===== src/rtl/serial_sub_pkg.sv =====
// Shared definitions for the bit-serial subtractor.
//   state_t        : controller states (IDLE, SHIFT, DONE)
//   DEFAULT_WIDTH  : default operand/result width
//   cnt_width()    : bit counter width for a given operand width
package serial_sub_pkg;

  typedef enum logic [1:0] {
    IDLE  = 2'd0,
    SHIFT = 2'd1,
    DONE  = 2'd2
  } state_t;

  localparam int DEFAULT_WIDTH = 8;

  // Counter must hold WIDTH-1 without wrapping; never narrower than 1 bit.
  function automatic int cnt_width(input int w);
    return (w > 2) ? $clog2(w) : 1;
  endfunction

endpackage


===== src/rtl/full_subtractor_cell.sv =====
// Combinational one-bit full subtractor: d = a - b - bin, with borrow out.
// Built from two half-subtractor stages whose borrows are ORed.
// Ports:
//   a, b  : minuend and subtrahend bits
//   bin   : borrow in
//   d     : difference bit
//   bout  : borrow out
module full_subtractor_cell (
  input  logic a,
  input  logic b,
  input  logic bin,
  output logic d,
  output logic bout
);

  logic d1;
  logic b1;
  logic b2;

  // Stage 1: a - b
  assign d1 = a ^ b;
  assign b1 = ~a & b;

  // Stage 2: (a - b) - bin
  assign d  = d1 ^ bin;
  assign b2 = ~d1 & bin;

  assign bout = b1 | b2;

endmodule


===== src/rtl/serial_subtractor.sv =====
// Bit-serial two's-complement subtractor: D = A - B, LSB first, one bit per
// clock through a single full-subtractor cell and a borrow flop.
// Optional macro SERIAL_SUBTRACTOR_SIGNED_EN adds the signed-overflow output V.
// Ports:
//   clk, rst_n          : clock, synchronous active-low reset
//   in_valid / in_ready : operand handshake (A minuend, B subtrahend)
//   out_valid/out_ready : result handshake
//   D                   : difference modulo 2^WIDTH
//   Bout                : final borrow (1 when unsigned A < B)
//   V                   : signed overflow (only with SERIAL_SUBTRACTOR_SIGNED_EN)
module serial_subtractor
  import serial_sub_pkg::*;
#(
  parameter int WIDTH = DEFAULT_WIDTH
) (
  input  logic             clk,
  input  logic             rst_n,
  input  logic             in_valid,
  output logic             in_ready,
  input  logic [WIDTH-1:0] A,
  input  logic [WIDTH-1:0] B,
  output logic             out_valid,
  input  logic             out_ready,
  output logic [WIDTH-1:0] D,
  output logic             Bout
`ifdef SERIAL_SUBTRACTOR_SIGNED_EN
  ,
  output logic             V
`endif
);

  localparam int            CW   = cnt_width(WIDTH);
  localparam logic [CW-1:0] LAST = CW'(WIDTH - 1);

  state_t state;
  state_t state_next;

  logic [WIDTH-1:0] a_sr;
  logic [WIDTH-1:0] b_sr;
  logic [WIDTH-1:0] d_sr;
  logic             borrow;
  logic             bout_r;
  logic [CW-1:0]    cnt;

  logic load;
  logic shift_en;
  logic last_shift;
  logic d_bit;
  logic br_next;

  // ---------------------------------------------------------------------
  // Controller
  // ---------------------------------------------------------------------
  always_ff @(posedge clk) begin
    // NOTE: non-blocking assignments so every flop samples pre-edge values,
    // independent of the order the always blocks are evaluated in.
    if (!rst_n) state <= IDLE;
    else        state <= state_next;
  end

  always_comb begin
    // NOTE: every output gets a default before the case, so no path leaves
    // a signal unassigned and no latch is inferred.
    state_next = state;
    in_ready   = 1'b0;
    out_valid  = 1'b0;
    load       = 1'b0;
    shift_en   = 1'b0;
    last_shift = 1'b0;
    unique case (state)
      IDLE: begin
        in_ready = 1'b1;
        if (in_valid) begin
          load       = 1'b1;
          state_next = SHIFT;
        end
      end
      SHIFT: begin
        shift_en = 1'b1;
        // This cycle's shift produces the MSB of the result.
        if (cnt == LAST) begin
          last_shift = 1'b1;
          state_next = DONE;
        end
      end
      DONE: begin
        out_valid = 1'b1;
        if (out_ready) state_next = IDLE;
      end
      default: state_next = IDLE;
    endcase
  end

  // ---------------------------------------------------------------------
  // Datapath
  // ---------------------------------------------------------------------
  full_subtractor_cell u_cell (
    .a    (a_sr[0]),
    .b    (b_sr[0]),
    .bin  (borrow),
    .d    (d_bit),
    .bout (br_next)
  );

  always_ff @(posedge clk) begin
    // NOTE: the shift registers are reset as well, because D is visible on
    // the port and must read zero after reset.
    if (!rst_n) begin
      a_sr   <= '0;
      b_sr   <= '0;
      d_sr   <= '0;
      borrow <= 1'b0;
      bout_r <= 1'b0;
      cnt    <= '0;
    end else if (load) begin
      a_sr   <= A;
      b_sr   <= B;
      borrow <= 1'b0;
      cnt    <= '0;
    end else if (shift_en) begin
      a_sr   <= a_sr >> 1;
      b_sr   <= b_sr >> 1;
      d_sr   <= {d_bit, d_sr[WIDTH-1:1]};
      borrow <= br_next;
      cnt    <= cnt + CW'(1);
      if (last_shift) bout_r <= br_next;
    end
  end

  assign D    = d_sr;
  assign Bout = bout_r;

`ifdef SERIAL_SUBTRACTOR_SIGNED_EN
  logic a_msb;
  logic b_msb;
  logic v_r;

  // Overflow when the operand signs differ and the result sign differs from
  // A; d_bit on the last shift is the result MSB.
  always_ff @(posedge clk) begin
    if (!rst_n) begin
      a_msb <= 1'b0;
      b_msb <= 1'b0;
      v_r   <= 1'b0;
    end else if (load) begin
      a_msb <= A[WIDTH-1];
      b_msb <= B[WIDTH-1];
    end else if (last_shift) begin
      v_r <= (a_msb ^ b_msb) & (d_bit ^ a_msb);
    end
  end

  assign V = v_r;
`endif

endmodule


===== config.mk =====
export PLATFORM = sky130hd
export DESIGN_NAME = serial_subtractor
export DESIGN_NICKNAME = d
export VERILOG_FILES = /design/src/rtl/serial_sub_pkg.sv /design/src/rtl/full_subtractor_cell.sv /design/src/rtl/serial_subtractor.sv
export SDC_FILE = /design/constraint.sdc
export NUM_CORES = 1
export LEC_CHECK = 0
export BUFFER_PORTS_ARGS = -buffer_cell sky130_fd_sc_hd__buf_2
export CORE_UTILIZATION = 45
export CTS_CLUSTER_SIZE = 14
export DETAILED_ROUTE_END_ITERATION = 10
export PLACE_DENSITY = 0.79
export SLEW_MARGIN = 10
export SYNTH_ARGS = -nofsm -noshare
export SYNTH_HDL_FRONTEND = slang
export SYNTH_SLANG_ARGS = --single-unit

===== constraint.sdc =====
create_clock -name clk -period 1.6 [get_ports clk]
set_clock_uncertainty 0.1 [all_clocks]
set_input_delay 0.16 -clock clk [delete_from_list [all_inputs] [get_ports clk]]
set_output_delay 0.16 -clock clk [all_outputs]
set_load 0.02 [all_outputs]

==> summary.md <==
| Metric | Value |
|---|---|
| Post-synth ARST share | `0` |
| Avg Cell Area, Syn | `8.06 µm²` |
| CTS max path bufs | `2` |
| Gpl congestion | `0.825` |
| All-Layer GR Usage | `0.205` |
| Pre-Repair DR Iteration Count | `4` |
| Number of buffers created by CTS | `5` |
| HP Class | `primary input to flop` |
| Critical Path Start Type | `flop` |
| Nets | `217` |
| First-pass GRT wire length | `4970 µm` |
| Die height | `55.9 µm` |
| Pin slew with the least headroom to its limit | `410 ps` |
| Most common cell in the netlist | `a21oi_1` |
| Synthesis-stage register bit count | `31` |
| Pleak | `0.651 nW` |
| DRC Markers | `0` |
| Area grow syn2layout | `19.3%` |
| DP HPWL | `2100 µm` |
| VDD IR max | `0.692 mV` |
| Status | `finished, violations left` |
| Post-synth top area cell | `dfxtp_1` |
| Failing checks | `hold timing` |
| Worst Path Buf+Inv | `1` |
| Input/output buffers | `30` |
| Final setup fails | `0` |
| Largest net degree at the start of global routing | `21` |
| Final hold vios | `2` |
| HP Start | `A[2]` |
| Clk_lat worst skew | `340 ps` |
| Critical path depth | `2` |
| Post-route antenna net violation count | `0` |
| Commonest cells in the netlist | `a21oi_1 (36), nand2_1 (35), dfxtp_1 (31), o21ai_0 (11)` |
| Worst EP required | `1340 ps` |
| Critical path cell sequence | `nor2b_1 -> buf_2` |
| Core ar. | `2760 µm²` |
| RSZ-0062 raised after global routing | `no` |
| Setup crit start | `state[1]$_SDFFE_PN0P_` |
| Post-synthesis sequential area ratio | `0.475` |
| Area of the mapped netlist | `1310 µm²` |
| Setup TNS | `0 ps` |
| GRT overflow | `0` |
| Post-Syn Instances | `162` |
| Cell row count | `19` |
| Cell Pwr Density | `996 nW/µm²` |
| Die ar. | `3120 µm²` |
| Root buffer cell | `clkbuf_4` |
| Postcts setup bufs | `0` |
| Worst Path Arrival | `1250 ps` |
| Hold path depth | `3` |
| Die W | `55.9 µm` |
| Fin. max-slew vios | `0` |
| Area of the multi-input gates | `592 µm²` |
| Hold slack | `-2.89 ps` |
| Max_cap viols | `0` |
| Final min period | `1510 ps` |
| Power, Total | `1.55 mW` |
| Max stage delay cell, worst path | `dfxtp_1` |
| Post-Syn Nets | `185` |
| DRT iter0 DRCs | `47` |
| Initial Util | `0.474` |
| Reg clk slew, reported paths | `100 ps` |
| Final worst-path cycle share | `0.945` |
| Reg2Reg Depth | `3` |
| Relative slew margins | `0.726` |
| CP Class | `flop to output pin` |
| Top-area cell type share of the netlist area | `0.475` |
| Antenna violations before repair | `0` |
| EDFF count, synth | `0` |
| Endpoint class of the critical path | `output pin` |
| Reg2Reg Launch Point | `state[1]$_SDFFE_PN0P_` |
| Vias | `1207` |
| Vias in the first global route | `1194` |
| Share of cells above drive strength 1 | `0.242` |
| CTS tree | `done` |
| Slowest cell delay on critical path | `500 ps` |
| Max Freq | `661 MHz` |
| Netlist cell types | `24` |
| WL/cell | `13.0 µm` |
| Most used DFF post-synth | `dfxtp_1` |
| Io pins | `31` |
| Synth warnings | `0` |
| Diode count | `0` |
| Fillers | `254` |
| FF+latch area | `621 µm²` |
| Synth top area cells | `dfxtp_1 (48%), a21oi_1 (14%), nand2_1 (10%), o21ai_0 (4.2%), buf_2 (3.1%)` |
| Vias per cell | `5.36` |
| CP delay by family, top | `flip-flops` |
| Crit Path Max Fanout | `10` |
| H-tree lvl count | `2` |
| Clk sinks | `31` |
| Total routed wirelength | `2910 µm` |
-- path summary, 6_finish.rpt --
kind                          endpoint  slack [ps]
setup reg to reg  b_sr[2]$_SDFFE_PN0P_         180
hold / removal    a_sr[2]$_SDFFE_PN0P_          -3
setup / recovery             out_valid          90
hold reg to reg   a_sr[2]$_SDFFE_PN0P_         350
-- layout by cell type, fill, tap and decap left out, types with 3 or more instances in the layout --
master	n
nor2_1	8
o21ai_0	11
nand2_1	35
dfxtp_1	31
inv_1	6
buf_4	5
clkbuf_4	5
a21oi_1	36
buf_2	30
nor3b_1	3
o221a_2	3
-- layout make-up --
cell class / count / area share
clock buffers: 6 / 0.0329
clock inverters: 1 / 0.00321
inverters: 6 / 0.0145
multi-input cells: 112 / 0.380
flip-flops and latches: 31 / 0.398
well taps: 31 / 0.0249
repair buffers: 38 / 0.146
-- sequential cells by signal, summed over array words and instances (netlist names) --
| signal | cells |
|---|---|
| borrow | 1 |
| D | 8 |
| a_sr | 8 |
| state | 2 |
| cnt | 3 |
| Bout | 1 |
| b_sr | 8 |
-- metrics by stage --
| stage | setup slack, ps | util | cells | hold slack [ps] | cell area [µm²] |
|---|---|---|---|---|---|
| 3_5_place_dp | 40.3 | 0.536 | 216 | 319 | 1480 |
| 4_1_cts | 23.0 | 0.564 | 225 | 4.71 | 1560 |
| 6_report | 87.7 | 0.565 | 225 | -2.89 | 1560 |
| 2_1_floorplan | 176 | - | 162 | 196 | 1310 |
| 5_1_grt | 28.9 | 0.565 | 225 | 34.5 | 1560 |
| 3_3_place_gp | 140 | 0.536 | 216 | 308 | 1480 |
-- where the power goes --
part | internal [mW] | switching, mW | total, mW
Clock | 0.203 | 0.273 | 0.476
Sequential | 0.816 | 0.0282 | 0.845
Combinational | 0.102 | 0.129 | 0.230
-- cells by family (layout without fill, tap and decap cells) --
logic type / count (synthesis) / count (layout) / synth area share
AOI/OAI and AO/OA: 55 / 55 / 0.235
and+or+nand+nor: 53 / 53 / 0.175
DFF: 31 / 31 / 0.475
buffers and inverters: 19 / 51 / 0.0738
adders and majority gates: 3 / 3 / 0.0345
xor gates and xnor gates: 1 / 1 / 0.00671
-- worst min-delay path: cells and delay by family --
family	cells	cell delay (ps)
compound gates	2	170
buf+inv	1	70
-- repair_timing --
item | 4_1_cts | 5_1_grt
gates resized for setup | 0 | 1
endpoints found under the hold margin | 2 | 0
endpoints found under the setup margin | 0 | 15
hold buffers | 2 | 0
-- per-layer routing --
metal	up-vias	share of wire	track usage
met2	37	0.51	0.353
met3	8	0.047	0.0512
met5	-	0	0
met1	555	0.42	0.240
li1	607	-	-
met4	0	0.020	0.0941
Power figures use the tool's default switching activity.
